==> config.mk <==
export PLATFORM = sky130hd
export DESIGN_NAME = pipe_hazard_ctrl_flat
export DESIGN_NICKNAME = d
export VERILOG_FILES = /design/src/rtl/pipe_hazard_ctrl_pkg.sv /design/src/rtl/pipe_hazard_ctrl_if.sv /design/src/rtl/pipe_hazard_ctrl_hazard_perf_cnt.sv /design/src/rtl/pipe_hazard_ctrl.sv /design/src/flat_wrapper.sv
export SDC_FILE = /design/constraint.sdc
export NUM_CORES = 1
export LEC_CHECK = 0
export BUFFER_PORTS_ARGS = -buffer_cell sky130_fd_sc_hd__buf_2
export CAP_MARGIN = 10
export CORE_AREA = 2 2 39 41
export CTS_CLUSTER_SIZE = 24
export DETAILED_ROUTE_END_ITERATION = 12
export DIE_AREA = 0 0 41 43
export MAX_ROUTING_LAYER = met4
export PLACE_DENSITY = 0.73
export SYNTH_ARGS = -nofsm -noshare
export SYNTH_HDL_FRONTEND = slang
export SYNTH_SLANG_ARGS = --single-unit
==> constraint.sdc <==
create_clock -name clk -period 2.9 [get_ports clk]
set_input_delay 0.145 -clock clk [delete_from_list [all_inputs] [get_ports clk]]
set_output_delay 0.145 -clock clk [all_outputs]
set_load 0.02 [all_outputs]
==> src/rtl/pipe_hazard_ctrl_pkg.sv <==
// Shared constants and state encoding for the pipeline hazard controller.
// The optional performance counters are enabled with HAZARD_PERF_CNT_EN.
package pipe_hazard_ctrl_pkg;

  localparam int REGS_WID   = 5;
  localparam int MC_CNT_WID = 4;

  typedef enum logic {
    RUN,
    MC_BUSY
  } hc_state_e;

endpackage

==> src/rtl/pipe_hazard_ctrl_if.sv <==
// Hazard inputs from the pipeline and the stall/flush controls returned to it.
// The slave side is the hazard controller; HAZARD_PERF_CNT_EN does not change this bundle.
interface pipe_hazard_ctrl_if;
  import pipe_hazard_ctrl_pkg::*;

  logic                icache_stall;
  logic                dcache_stall;
  logic [REGS_WID-1:0] id_rs1;
  logic [REGS_WID-1:0] id_rs2;
  logic                id_use_rs1;
  logic                id_use_rs2;
  logic [REGS_WID-1:0] ex_rd;
  logic                ex_mem_read;
  logic                ex_mc_start;
  logic                ex_mispredict;

  logic pc_stall;
  logic if_id_stall;
  logic id_ex_stall;
  logic ex_mem_stall;
  logic mem_wb_stall;
  logic if_id_flush;
  logic id_ex_flush;
  logic ex_mem_flush;
  logic mc_busy;

  modport master (
    output icache_stall, dcache_stall, id_rs1, id_rs2, id_use_rs1, id_use_rs2,
           ex_rd, ex_mem_read, ex_mc_start, ex_mispredict,
    input  pc_stall, if_id_stall, id_ex_stall, ex_mem_stall, mem_wb_stall,
           if_id_flush, id_ex_flush, ex_mem_flush, mc_busy
  );

  modport slave (
    input  icache_stall, dcache_stall, id_rs1, id_rs2, id_use_rs1, id_use_rs2,
           ex_rd, ex_mem_read, ex_mc_start, ex_mispredict,
    output pc_stall, if_id_stall, id_ex_stall, ex_mem_stall, mem_wb_stall,
           if_id_flush, id_ex_flush, ex_mem_flush, mc_busy
  );

endinterface

==> src/rtl/pipe_hazard_ctrl_hazard_perf_cnt.sv <==
// Bank of four saturating hazard counters, instantiated only when HAZARD_PERF_CNT_EN is defined.
// inc[0]=cache cycles, inc[1]=load-use bubbles, inc[2]=multi-cycle cycles, inc[3]=mispredict flushes.
module hazard_perf_cnt #(
  parameter int CNT_W = 32
) (
  input  logic             clk,
  input  logic             rst,
  input  logic [3:0]       inc,
  output logic [CNT_W-1:0] perf_cache_cyc,
  output logic [CNT_W-1:0] perf_lu_cyc,
  output logic [CNT_W-1:0] perf_mc_cyc,
  output logic [CNT_W-1:0] perf_flush_cnt
);

  logic [CNT_W-1:0] cnt_q [4];
  logic [CNT_W-1:0] cnt_d [4];

  // Counters stick at all-ones rather than wrapping.
  always_comb begin
    for (int i = 0; i < 4; i++) begin
      cnt_d[i] = cnt_q[i];
      if (inc[i] && (cnt_q[i] != '1)) begin
        cnt_d[i] = cnt_q[i] + CNT_W'(1);
      end
    end
  end

  always_ff @(posedge clk) begin
    for (int i = 0; i < 4; i++) begin
      if (rst) begin
        cnt_q[i] <= '0;
      end else begin
        cnt_q[i] <= cnt_d[i];
      end
    end
  end

  assign perf_cache_cyc = cnt_q[0];
  assign perf_lu_cyc    = cnt_q[1];
  assign perf_mc_cyc    = cnt_q[2];
  assign perf_flush_cnt = cnt_q[3];

endmodule

==> src/rtl/pipe_hazard_ctrl.sv <==
// Stall/flush sequencer for the 5-stage core; owns the multi-cycle EX busy counter.
// Define HAZARD_PERF_CNT_EN to add the saturating hazard performance counters.
module pipe_hazard_ctrl
  import pipe_hazard_ctrl_pkg::*;
#(
  parameter int MC_LAT = 4,
  parameter int CNT_W  = 32
) (
  input  logic              clk,
  input  logic              rst,
  pipe_hazard_ctrl_if.slave hz
`ifdef HAZARD_PERF_CNT_EN
  ,
  output logic [CNT_W-1:0]  perf_cache_cyc,
  output logic [CNT_W-1:0]  perf_lu_cyc,
  output logic [CNT_W-1:0]  perf_mc_cyc,
  output logic [CNT_W-1:0]  perf_flush_cnt
`endif
);

  if ((MC_LAT < 2) || (MC_LAT > 15) || (CNT_W < 1)) begin : g_bad_param
    $error("pipe_hazard_ctrl: MC_LAT must be 2..15 and CNT_W at least 1");
  end

  hc_state_e               state_q, state_d;
  logic [MC_CNT_WID-1:0]   mc_cnt_q, mc_cnt_d;

  logic cache;
  logic load_use;
  logic mc_start_run;
  logic mc_active;

  logic pc_stall, if_id_stall, id_ex_stall, ex_mem_stall, mem_wb_stall;
  logic if_id_flush, id_ex_flush, ex_mem_flush, mc_busy;

  assign cache        = hz.icache_stall | hz.dcache_stall;
  assign load_use     = hz.ex_mem_read && (hz.ex_rd != '0) &&
                        ((hz.id_use_rs1 && (hz.id_rs1 == hz.ex_rd)) ||
                         (hz.id_use_rs2 && (hz.id_rs2 == hz.ex_rd)));
  // The op's first cycle in EX already behaves as busy, before the state flop catches up.
  assign mc_start_run = (state_q == RUN) && hz.ex_mc_start;
  assign mc_active    = (state_q == MC_BUSY) || mc_start_run;

  always_comb begin
    pc_stall     = 1'b0;
    if_id_stall  = 1'b0;
    id_ex_stall  = 1'b0;
    ex_mem_stall = 1'b0;
    mem_wb_stall = 1'b0;
    if_id_flush  = 1'b0;
    id_ex_flush  = 1'b0;
    ex_mem_flush = 1'b0;
    mc_busy      = 1'b0;
    if (rst) begin
      if_id_flush  = 1'b1;
      id_ex_flush  = 1'b1;
      ex_mem_flush = 1'b1;
    end else begin
      mc_busy = (state_q == MC_BUSY) || (mc_start_run && !cache);
      if (cache) begin
        pc_stall     = 1'b1;
        if_id_stall  = 1'b1;
        id_ex_stall  = 1'b1;
        ex_mem_stall = 1'b1;
        mem_wb_stall = 1'b1;
      end else if (mc_active) begin
        pc_stall     = 1'b1;
        if_id_stall  = 1'b1;
        id_ex_stall  = 1'b1;
        ex_mem_flush = 1'b1;
      end else if (hz.ex_mispredict) begin
        if_id_flush = 1'b1;
        id_ex_flush = 1'b1;
      end else if (load_use) begin
        pc_stall    = 1'b1;
        if_id_stall = 1'b1;
        id_ex_flush = 1'b1;
      end
    end
  end

  // A cache miss freezes the whole pipe, including the busy countdown.
  always_comb begin
    state_d  = state_q;
    mc_cnt_d = mc_cnt_q;
    if (!cache) begin
      case (state_q)
        RUN: begin
          if (hz.ex_mc_start) begin
            state_d  = MC_BUSY;
            mc_cnt_d = MC_CNT_WID'(MC_LAT - 1);
          end
        end
        MC_BUSY: begin
          if (mc_cnt_q == MC_CNT_WID'(1)) begin
            state_d  = RUN;
            mc_cnt_d = '0;
          end else begin
            mc_cnt_d = mc_cnt_q - MC_CNT_WID'(1);
          end
        end
        default: begin
          state_d  = RUN;
          mc_cnt_d = '0;
        end
      endcase
    end
  end

  always_ff @(posedge clk) begin
    if (rst) begin
      state_q  <= RUN;
      mc_cnt_q <= '0;
    end else begin
      state_q  <= state_d;
      mc_cnt_q <= mc_cnt_d;
    end
  end

  assign hz.pc_stall     = pc_stall;
  assign hz.if_id_stall  = if_id_stall;
  assign hz.id_ex_stall  = id_ex_stall;
  assign hz.ex_mem_stall = ex_mem_stall;
  assign hz.mem_wb_stall = mem_wb_stall;
  assign hz.if_id_flush  = if_id_flush;
  assign hz.id_ex_flush  = id_ex_flush;
  assign hz.ex_mem_flush = ex_mem_flush;
  assign hz.mc_busy      = mc_busy;

`ifdef HAZARD_PERF_CNT_EN
  logic [3:0] perf_inc;

  // Only the hazard that wins the priority order is counted.
  assign perf_inc[0] = !rst && cache;
  assign perf_inc[1] = !rst && !cache && !mc_active && !hz.ex_mispredict && load_use;
  assign perf_inc[2] = !rst && !cache && mc_active;
  assign perf_inc[3] = !rst && !cache && !mc_active && hz.ex_mispredict;

  hazard_perf_cnt #(
    .CNT_W (CNT_W)
  ) u_perf (
    .clk            (clk),
    .rst            (rst),
    .inc            (perf_inc),
    .perf_cache_cyc (perf_cache_cyc),
    .perf_lu_cyc    (perf_lu_cyc),
    .perf_mc_cyc    (perf_mc_cyc),
    .perf_flush_cnt (perf_flush_cnt)
  );
`endif

endmodule

==> src/flat_wrapper.sv <==
// flat-port wrapper written by rule: the top's interface ports become plain ports
module pipe_hazard_ctrl_flat import pipe_hazard_ctrl_pkg::*;
#(
  parameter int MC_LAT = 4,
  parameter int CNT_W  = 32
)
  (clk, rst, hz_icache_stall, hz_dcache_stall, hz_id_rs1, hz_id_rs2, hz_id_use_rs1, hz_id_use_rs2, hz_ex_rd, hz_ex_mem_read, hz_ex_mc_start, hz_ex_mispredict, hz_pc_stall, hz_if_id_stall, hz_id_ex_stall, hz_ex_mem_stall, hz_mem_wb_stall, hz_if_id_flush, hz_id_ex_flush, hz_ex_mem_flush, hz_mc_busy);
  pipe_hazard_ctrl_if hz_i ();
  input  logic clk;
  input  logic rst;
  input wire logic [$bits(hz_i.icache_stall)-1:0] hz_icache_stall;
  input wire logic [$bits(hz_i.dcache_stall)-1:0] hz_dcache_stall;
  input wire logic [$bits(hz_i.id_rs1)-1:0] hz_id_rs1;
  input wire logic [$bits(hz_i.id_rs2)-1:0] hz_id_rs2;
  input wire logic [$bits(hz_i.id_use_rs1)-1:0] hz_id_use_rs1;
  input wire logic [$bits(hz_i.id_use_rs2)-1:0] hz_id_use_rs2;
  input wire logic [$bits(hz_i.ex_rd)-1:0] hz_ex_rd;
  input wire logic [$bits(hz_i.ex_mem_read)-1:0] hz_ex_mem_read;
  input wire logic [$bits(hz_i.ex_mc_start)-1:0] hz_ex_mc_start;
  input wire logic [$bits(hz_i.ex_mispredict)-1:0] hz_ex_mispredict;
  output wire logic [$bits(hz_i.pc_stall)-1:0] hz_pc_stall;
  output wire logic [$bits(hz_i.if_id_stall)-1:0] hz_if_id_stall;
  output wire logic [$bits(hz_i.id_ex_stall)-1:0] hz_id_ex_stall;
  output wire logic [$bits(hz_i.ex_mem_stall)-1:0] hz_ex_mem_stall;
  output wire logic [$bits(hz_i.mem_wb_stall)-1:0] hz_mem_wb_stall;
  output wire logic [$bits(hz_i.if_id_flush)-1:0] hz_if_id_flush;
  output wire logic [$bits(hz_i.id_ex_flush)-1:0] hz_id_ex_flush;
  output wire logic [$bits(hz_i.ex_mem_flush)-1:0] hz_ex_mem_flush;
  output wire logic [$bits(hz_i.mc_busy)-1:0] hz_mc_busy;
  assign hz_i.icache_stall = hz_icache_stall;
  assign hz_i.dcache_stall = hz_dcache_stall;
  assign hz_i.id_rs1 = hz_id_rs1;
  assign hz_i.id_rs2 = hz_id_rs2;
  assign hz_i.id_use_rs1 = hz_id_use_rs1;
  assign hz_i.id_use_rs2 = hz_id_use_rs2;
  assign hz_i.ex_rd = hz_ex_rd;
  assign hz_i.ex_mem_read = hz_ex_mem_read;
  assign hz_i.ex_mc_start = hz_ex_mc_start;
  assign hz_i.ex_mispredict = hz_ex_mispredict;
  assign hz_pc_stall = hz_i.pc_stall;
  assign hz_if_id_stall = hz_i.if_id_stall;
  assign hz_id_ex_stall = hz_i.id_ex_stall;
  assign hz_ex_mem_stall = hz_i.ex_mem_stall;
  assign hz_mem_wb_stall = hz_i.mem_wb_stall;
  assign hz_if_id_flush = hz_i.if_id_flush;
  assign hz_id_ex_flush = hz_i.id_ex_flush;
  assign hz_ex_mem_flush = hz_i.ex_mem_flush;
  assign hz_mc_busy = hz_i.mc_busy;
  pipe_hazard_ctrl #(.MC_LAT(MC_LAT), .CNT_W(CNT_W)) u_core (.clk(clk), .rst(rst), .hz(hz_i));
endmodule
### Yosys cells after proc, flatten, opt, wreduce, memory -nomap -nowiden

Index checks and enable logic that the tools add are counted.

* register bits after elaboration: 5
* bits of input ports: 24
* word-level logic and storage cells: 49
* output and inout bits: 9

* equal/unequal tests: 4
* bitwise logic cells: 3
* reduce and logical (&&, ||, !) cells: 12
* add/subtract/negate cells: 1
* mux-type cells: 27

Operators with widths (count)
* 1-bit two-way mux: 23
* 5-bit == test: 2
* 4-bit two-way mux: 2
* 4-bit one-hot mux with 2 select lines: 1
* 1-bit logical AND: 6
* 5-bit nonzero test: 1
* 4-bit by 1-bit == test with 1-bit output, second input constant: 1
* 4-bit by 1-bit subtractor with 4-bit output, second input constant: 1
* 1-bit logical OR: 3
* 2-bit inequality test, second input constant: 1
* 1-bit inverter: 2
* 1-bit one-hot mux with 2 select lines: 1
* 2-bit AND reduction: 1
* 1-bit zero test: 1
* 1-bit bitwise OR: 1

### Logic depth before layout (Yosys ltp)

Gate-level depths: netlist of run 1.

* word-level depth: 9
* depth in mapped cells: 6
* depth with buffers taken out: 6

### Worst setup path before layout of run 1

Ideal clock, no wire load.

* path type: input to output
* start point: input hz_ex_rd[3]
* end point: output hz_pc_stall
* stages: 5
* path buffers: 1
* data arrival time: 1.531 ns
* path slack: 1.224 ns
* required time: 2.755 ns
* cells stage by stage: xor2_1 nor4_2 a32oi_1 o41ai_2 buf_4

* word-level cells in the longest chain between the ends: 9
* elaborated cells between the ends (all ways): 13
* those cells by class: eq/ne: 2; mux: 5; reduce/logical: 6

Ends and longest elaborated chain
* start, declared: line flat_wrapper.sv:17 `input wire logic [$bits(hz_i.ex_rd)-1:0] hz_ex_rd;`
* 5-bit == test (on tied branches): line pipe_hazard_ctrl.sv:38, pipe_hazard_ctrl.sv:39
* 1-bit logical AND (on tied branches): line pipe_hazard_ctrl.sv:38, pipe_hazard_ctrl.sv:39
* 1-bit logical OR: line pipe_hazard_ctrl.sv:38 `((hz.id_use_rs1 && (hz.id_rs1 == hz.ex_rd)) ||`
* 1-bit logical AND (*): line pipe_hazard_ctrl.sv:37 `assign load_use = hz.ex_mem_read && (hz.ex_rd != '0) &&`
* 1-bit two-way mux (*) (5 in a row)
* end, declared: line flat_wrapper.sv:21 `output wire logic [$bits(hz_i.pc_stall)-1:0] hz_pc_stall;`

Every way passes the cells marked *; elsewhere a longest branch is shown, timed or not.

### Worst setup path after layout of run 1

* start point: register u_core.state_q
* end point: output hz_id_ex_flush

* word-level cells in the longest chain between the ends: 6

Ends and longest elaborated chain
* start, declared: line pipe_hazard_ctrl.sv:25 `hc_state_e state_q, state_d;`
* start signal, assigned: line pipe_hazard_ctrl.sv:115 `state_q <= state_d;`
* 1-bit inverter: line pipe_hazard_ctrl.sv:41 `assign mc_start_run = (state_q == RUN) && hz.ex_mc_start;`
* 1-bit logical AND: line pipe_hazard_ctrl.sv:41
* 1-bit logical OR (*): line pipe_hazard_ctrl.sv:42 `assign mc_active = (state_q == MC_BUSY) || mc_start_run;`
* 1-bit two-way mux (*): line pipe_hazard_ctrl.sv:66 `end else if (mc_active) begin`
* 1-bit two-way mux (*): line pipe_hazard_ctrl.sv:60 `if (cache) begin`
* 1-bit two-way mux (*): line pipe_hazard_ctrl.sv:54 `if (rst) begin`
* end, declared: line flat_wrapper.sv:27 `output wire logic [$bits(hz_i.id_ex_flush)-1:0] hz_id_ex_flush;`

Marked as above.

==> results of run 1 <==
through the flow:
stage	power (mW)	worst slack, ns	util [%]	hold slack, ns
floorplan	0.134	1.22	-	0.333
global placement	0.165	1.37	47.2	0.457
detailed placement	0.168	1.33	47.2	0.463
CTS	0.255	1.24	49.1	0.198
global route	0.268	1.16	49.1	0.210
finish	0.251	1.26	49.1	0.199
registers in the layout (all words and copies together) (netlist names):
register         flops
u_core.mc_cnt_q      4
u_core.state_q       1
synth_stat cells (all sizes together):
cell / count / area share (%)
buf: 3 / 4.0
or4: 1 / 1.5
a32oi: 1 / 1.8
nor3b: 2 / 3.0
nor4: 2 / 3.8
nor2b: 1 / 1.3
nand2b: 1 / 1.3
o32a: 1 / 2.0
xnor2: 2 / 3.5
or2: 1 / 1.3
a21oi: 6 / 6.0
mux2: 1 / 2.3
nand4b: 1 / 1.8
clkbuf: 1 / 0.75
xor2: 8 / 14
o41ai: 1 / 3.3
and2: 1 / 1.3
a22oi: 1 / 1.5
nor3: 2 / 2.0
nor2: 7 / 5.8
ha: 2 / 5.0
a311oi: 1 / 1.8
nand2: 1 / 0.75
inv: 3 / 2.3
o21ai: 4 / 4.8
a31o: 1 / 1.8
o22ai: 1 / 1.3
dfxtp: 5 / 20
kinds of logic (layout without fill, tap and decap cells):
logic type | Yosys count | in the layout | synth area share (%)
muxes | 1 | 1 | 2.27
DFF | 5 | 5 | 20.2
xor gates and xnor gates | 10 | 10 | 17.6
buffers and inverters | 7 | 39 | 7.05
and+or+nand+nor | 20 | 20 | 23.7
AOI/OAI and AO/OA | 17 | 17 | 24.2
adders and majority gates | 2 | 2 | 5.04
worst max path at each step:
stage | slack [ns] | start | to | cells past startpoint
finish | 1.26 | u_core.state_q | hz_id_ex_flush | 5
global route | 1.16 | u_core.state_q | hz_id_ex_flush | 5
CTS | 1.24 | u_core.state_q | hz_id_ex_flush | 5
detailed placement | 1.33 | hz_ex_rd[3] | hz_pc_stall | 6
global placement | 1.37 | hz_ex_rd[3] | hz_pc_stall | 6
floorplan | 1.22 | hz_ex_rd[3] | hz_pc_stall | 5
layer usage:
| layer | up-vias | part of all wire (%) |
|---|---|---|
| li1 | 286 | - |
| met4 | 0 | 3.0 |
| met2 | 25 | 50 |
| met1 | 245 | 39 |
| met5 | - | 0 |
| met3 | 4 | 7.7 |
cells in the final DEF (no fill, tap or decap):
cell,instances
nand2b_1,1
a22oi_1,1
mux2_2,1
nor2b_1,1
o41ai_2,1
nor4_2,1
a32oi_1,1
nor3b_1,2
a31o_2,1
inv_1,3
clkbuf_1,1
nor2_1,6
or4_1,1
ha_1,2
xor2_1,8
o32a_1,1
a21oi_1,6
buf_2,32
a311oi_1,1
o21ai_2,1
dfxtp_1,5
nor2_2,1
xnor2_1,2
or2_2,1
o21ai_0,3
nand4b_1,1
nor4_1,1
clkbuf_4,3
nor3_1,2
and2_0,1
nand2_1,1
o22ai_1,1
cell type report:
type                    count  area [um2]
fillers                   152         704
multi-input cells          50         362
repair buffers             32         160
flip-flops and latches      5         100
clock buffers               4        26.3
well taps                  16        20.0
inverters                   3        11.3
power by group through the flow:
stage	clock (mW)	sequential, mW	combinational, mW
after CTS	0.0886	0.0776	0.0890
after floorplan	0	0.0766	0.0578
after global routing	0.0921	0.0779	0.0975
final	0.0857	0.0775	0.0876
after detailed placement	0	0.0788	0.0888
after global placement	0	0.0786	0.0859
==> results by group, run 1 <==
Status
  – Status: completed

Cells and area
  – Final nets: 121
  – P&R area growth vs syn: 36.8%
  – ANT cells: 0
  – Ratio of cells with drive above 1 in the final layout: 44.7%
  – Final std cell area, no fill: 679 um2
  – Final std cells w/o fill: 110

Worst setup path
  – Buf/Inv on CP: 1
  – Arrival time worst endpoint: 1.50 ns
  – Depth of the most critical reg-to-reg path: 5
  – CP delay by family, top: simple AND/OR/NAND/NOR gates
  – Worst setup SP type: register
  – Critical Path Fanout Max: 9
  – Req. time, crit path: 2.76 ns
  – Reg2reg start: u_core.mc_cnt_q[0]
  – R2r endpoint: u_core.mc_cnt_q[2]
  – CP peak stage delay: 0.38 ns
  – Ordered list of cells on the worst path: nor2_1 > a21oi_1 > or2_2 > o22ai_1 > buf_2
  – Flop2flop setup slack: 1.40 ns
  – Nature of the critical path endpoint: primary output
  – CP Class: register to primary output
  – Highest-delay cell along the critical path: dfxtp_1

STA
  – Final Hold Viols: 0
  – Endpoints failing setup: 0
  – Unrepaired setup endpoints after global routing: false
  – Post-route minimum period: 1.64 ns
  – Setup_tns: 0 ns
  – Max-slew headroom: 63.9%
  – Final Skew: 0.00558 ns
  – Slew of the pin with the lowest slew margin: 0.540 ns
  – Maximum clock rate: 609 MHz
  – Final count of pins violating max slew: 0
  – Period utilization: 56.6%

Die
  – Total die area: 0.00176 mm2
  – Initial core utilization: 35.9%
  – Row count: 14
  – Ports: 33
  – Core area: 0.00138 mm2
  – Die X: 41 um
  – Die height: 43 um

GRT
  – First-pass GRT wire length: 1860 um
  – All-Layer GR Usage: 16.4%
  – Global-route track usage on met3: 3.14%
  – GRT met1 Usage: 16.7%
  – Largest net degree at the start of global routing: 12
  – Vias in the first global route: 482
  – Global route total overflow: 0
  – GR Util met2: 25.3%
  – Initial antenna violation count: 0
  – GRT Max-Usage Layer: met2

Worst hold path
  – Hold path depth: 2
  – Hold Path Sink: u_core.mc_cnt_q[0]
  – HP Class: input port to register
  – Hold Crit Start: rst

Clock network
  – CTS resizes: 0
  – Max clock buf depth: 2
  – Worst-path clk slew: 0.05 ns
  – Post CTS Setup Buffer Count: 0
  – Clk sink count: 5
  – # H-tree levels: 1
  – Inserted Clock Buffers: 3
  – Root buf cell: clkbuf_4
  – Cts hold-fix bufs: 0
  – Clock latency on the worst-skew pair: 0.25 ns
  – CTS tree: done

Pwr
  – Comb power frac: 34.9%
  – Net Sw Power: 0.0858 mW
  – Power per cell area: 369 mW/mm2
  – Clk network pwr share: 34.2%
  – Max rail drop VDD: 0.000156 V
  – P_int: 0.165 mW
  – Sw Ratio: 34.2%
  – Seq pwr share: 30.9%
  – Leakage: 0.310 nW

Detailed routing
  – DRT iter0 DRCs: 4
  – Antenna Nets Post-Route: 0
  – Wire length per cell: 10.4 um
  – # DRC: 0
  – Post-Route WL: 1150 um
  – Drt pass-1 iters: 4
  – Total number of vias: 560
  – Vias/cell: 5.09

Placed design
  – Placed cell areas: 653 um2
  – RePlAce Congestion: 0.717
  – DP Wirelength: 982 um
  – Placed Cells: 106
  – PortBufs: 32

Synth
  – Netlist cell types: 32
  – Number of synthesized register bits: 5
  – Net count after synthesis: 88
  – Ys Warns: 0
  – Gate Count Post-Synth: 62
  – Synth Cell Area: 497 um2
  – Sequential share of the synthesized area: 20.2%
  – Avg Cell Area, Syn: 8.01 um2

Flow run
  – Maxcap violations: 0
(Power assumes the default switching activity.)
==> inputs of run 2 (changes only) <==
CORE_AREA = unset   (was 2 2 39 41)
CORE_MARGIN = 2   (was unset)
CORE_UTILIZATION = 36   (was unset)
DIE_AREA = unset   (was 0 0 41 43)
clock period = 1.3 ns   (was 2.9 ns; I/O delays follow)
==> run 2 against run 1 <==
  * The run now ends with setup timing left
  * Non-clock buffer count is 8 higher
  * Routed wire length rose by 36%
  * Sequential power rose by 120%
  * Count of clock-buffer cells in the layout unchanged
  * Global-route usage rose by 4.4 points
==> results by group, run 2 (synthesis gave the netlist of run 1 again) <==
Status
  – Status: finished with violations (was completed)
  – Failing checks: setup timing

GRT
  – First-pass GRT wire length: 2130 um (was 1860 um)
  – All-Layer GR Usage: 20.8% (was 16.4%)
  – Initial antenna violation count: 0 (unchanged)
  – Global route total overflow: 0 (unchanged)
  – Largest net degree at the start of global routing: 12 (unchanged)
  – Vias in the first global route: 539 (was 482)

Clock network
  – Root buf cell: clkbuf_4 (unchanged)
  – Cts hold-fix bufs: 0 (unchanged)
  – Max clock buf depth: 2 (unchanged)
  – Clk sink count: 5 (unchanged)
  – Inserted Clock Buffers: 3 (unchanged)
  – Worst-path clk slew: 0.04 ns (was 0.05 ns)
  – CTS tree: done (unchanged)
  – Clock latency on the worst-skew pair: 0.25 ns (about the same)
  – # H-tree levels: 1 (unchanged)

Detailed routing
  – # DRC: 0 (unchanged)
  – Vias/cell: 5.41 (was 5.09)
  – DR WL met2: 883 um (was 577 um)
  – DRT iter0 DRCs: 9 (was 4)
  – Post-Route WL: 1560 um (was 1150 um)
  – Wire length per cell: 13.3 um (was 10.4 um)
  – Drt pass-1 iters: 4 (unchanged)
  – Antenna Nets Post-Route: 0 (unchanged)
  – Total number of vias: 633 (was 560)
  – Uppermost layer routed: met4 (unchanged)
  – Met1 wire length: 542 um (was 444 um)
  – Met3 WL: 84 um (was 88 um)

Worst setup path
  – R2r endpoint: u_core.mc_cnt_q[0] (was u_core.mc_cnt_q[2])
  – Reg2reg start: u_core.mc_cnt_q[1] (was u_core.mc_cnt_q[0])
  – Ordered list of cells on the worst path: nor2_2 > a21oi_2 > or2_2 > o22ai_2 > buf_6 (was nor2_1 > a21oi_1 > or2_2 > o22ai_1 > buf_2)
  – Launch point of the worst path: u_core.state_q (unchanged)
  – Buf/Inv on CP: 1 (unchanged)
  – Highest-delay cell along the critical path: dfxtp_1 (unchanged)
  – Depth of the most critical reg-to-reg path: 5 (unchanged)
  – CP peak stage delay: 0.31 ns (was 0.38 ns)
  – Arrival time worst endpoint: 1.28 ns (was 1.50 ns)
  – Nature of the critical path endpoint: primary output (unchanged)
  – Worst setup SP type: register (unchanged)
  – Flop2flop setup slack: 0.02 ns (was 1.40 ns)
  – Req. time, crit path: 1.24 ns (was 2.76 ns)
  – CP Class: register to primary output (unchanged)
  – CP delay by family, top: simple AND/OR/NAND/NOR gates (unchanged)
  – Critical Path Fanout Max: 2 (was 9)

Worst hold path
  – Hold Crit Start: rst (unchanged)
  – Hold path depth: 2 (unchanged)
  – HP Class: input port to register (unchanged)
  – Hold Path Sink: u_core.mc_cnt_q[0] (unchanged)

Flow run
  – Maxcap violations: 0 (unchanged)

Cells and area
  – ANT cells: 0 (unchanged)
  – Commonest non-fill, non-tap cell in the layout: buf_2 (unchanged)
  – Most flop-heavy register: u_core.mc_cnt_q (unchanged)
  – Ratio of cells with drive above 1 in the final layout: 65.7% (was 44.7%)
  – Largest regs: u_core.mc_cnt_q (4), u_core.state_q (1) (unchanged)
  – Max reg flops: 4 (unchanged)
  – Multi-input logic area: 443 um2 (was 362 um2)
  – Register area: 104 um2 (was 100 um2)
  – Core Util, Final: 66.1% (was 49.1%)
  – Final nets: 129 (was 121)
  – Most frequent cells in the layout: 25 x buf_2, 10 x buf_4, 6 x xor2_1 (was 32 x buf_2, 8 x xor2_1, 6 x nor2_1, 6 x a21oi_1, 5 x dfxtp_1)
  – Fillers: 112 (was 152)
  – P&R area growth vs syn: 73.0% (was 36.8%)

STA
  – Final WS setup: -0.0422 ns (was 1.26 ns)
  – Unrepaired setup endpoints after global routing: true (was false)
  – Period utilization: 103%
  – Final Skew: 0.00221 ns (was 0.00558 ns)
  – Max-slew headroom: 82.4% (was 63.9%)
  – Post-route minimum period: 1.34 ns
  – Slew of the pin with the lowest slew margin: 0.264 ns (was 0.540 ns)
  – Final count of pins violating max slew: 0 (unchanged)
  – Maximum clock rate: 745 MHz
  – Endpoints failing setup: 3 (was 0)
  – Final Hold Viols: 0 (unchanged)

Placed design
  – DP Wirelength: 1100 um (was 982 um)
  – Pre-CTS WS: -0.130 ns (was 1.33 ns)
  – RePlAce Congestion: 0.700 (was 0.717)
  – PortBufs: 32 (unchanged)

Die
  – Total die area: 0.00169 mm2 (was 0.00176 mm2)
  – Core area: 0.00130 mm2 (was 0.00138 mm2)
  – Initial core utilization: 38.2% (was 35.9%)
  – Row count: 13 (was 14)
  – Ports: 33 (unchanged)
  – Die X: 41.1 um (was 41 um)
  – Die height: 41.1 um (was 43 um)

Pwr
  – Leakage: 0.380 nW (was 0.310 nW)
  – Power, Total: 0.635 mW (was 0.251 mW)
  – Comb power frac: 43.9% (was 34.9%)
  – Clk network pwr share: 28.9% (was 34.2%)
  – Power per cell area: 739 mW/mm2 (was 369 mW/mm2)
  – Net Sw Power: 0.219 mW (was 0.0858 mW)
  – P_int: 0.417 mW (was 0.165 mW)
  – Max rail drop VDD: 0.000443 V (was 0.000156 V)
  – Sw Ratio: 34.4% (was 34.2%)
  – Seq pwr share: 27.2% (was 30.9%)
==> run 2: area by class of cell <==
cell class              count  share of cell area [%]
well taps                  15                    2.18
repair buffers             40                    29.8
clock buffers               4                    3.06
multi-input cells          50                    51.5
flip-flops and latches      5                    12.1
inverters                   3                    1.31
==> run 2: worst max-delay path by stage <==
| stage | to | slack (ns) | cells after the start |
|---|---|---|---|
| 4_1_cts | hz_id_ex_flush | -0.08 | 5 |
| 3_3_place_gp | hz_if_id_stall | -0.08 | 6 |
| 5_1_grt | hz_id_ex_flush | -0.10 | 5 |
| 3_5_place_dp | hz_if_id_stall | -0.13 | 6 |
| 6_report | hz_id_ex_flush | -0.04 | 5 |
| 2_1_floorplan | hz_id_ex_flush | -0.11 | 5 |
==> run 2: worst reg2reg max path: stages (launching register included) <==
cell and delay [ns]:
dfxtp_2 0.34, inv_2 0.04, ha_2 0.16, nor3b_4 0.16
o32a_1 0.36, a21oi_2 0.14
==> run 2: through the flow <==
| step | hold WS, ns | area (um2) | std cells | TNS, ns |
|---|---|---|---|---|
| after CTS | 0.145 | 816 | 116 | -0.115 |
| after global placement | 0.391 | 712 | 111 | -0.253 |
| after detailed placement | 0.406 | 712 | 111 | -0.450 |
| final | 0.147 | 860 | 117 | -0.104 |
| after global routing | 0.161 | 860 | 117 | -0.339 |
| after floorplan | 0.184 | 512 | 62 | -0.201 |
==> run 2: power by group through the flow <==
stage	logic, mW	registers (mW)	clock network [mW]
after CTS	0.256	0.169	0.193
final	0.279	0.173	0.184
after detailed placement	0.229	0.172	0
after floorplan	0.134	0.171	0
after global routing	0.305	0.174	0.197
after global placement	0.222	0.171	0
==> run 2: per-layer routing <==
metal	up-vias	track usage [%]
li1	301	-
met1	296	17.2
met2	28	38.7
met3	8	5.98
met4	0	15.3
met5	-	-
==> run 2: repair_timing <==
action / in CTS / in global routing
setup endpoints to repair: 7 / 7
buffers inserted: 1 / 1
gates resized for setup: 16 / 12
pin swaps: 7 / 1
hold endpoints to repair: 0 / 0
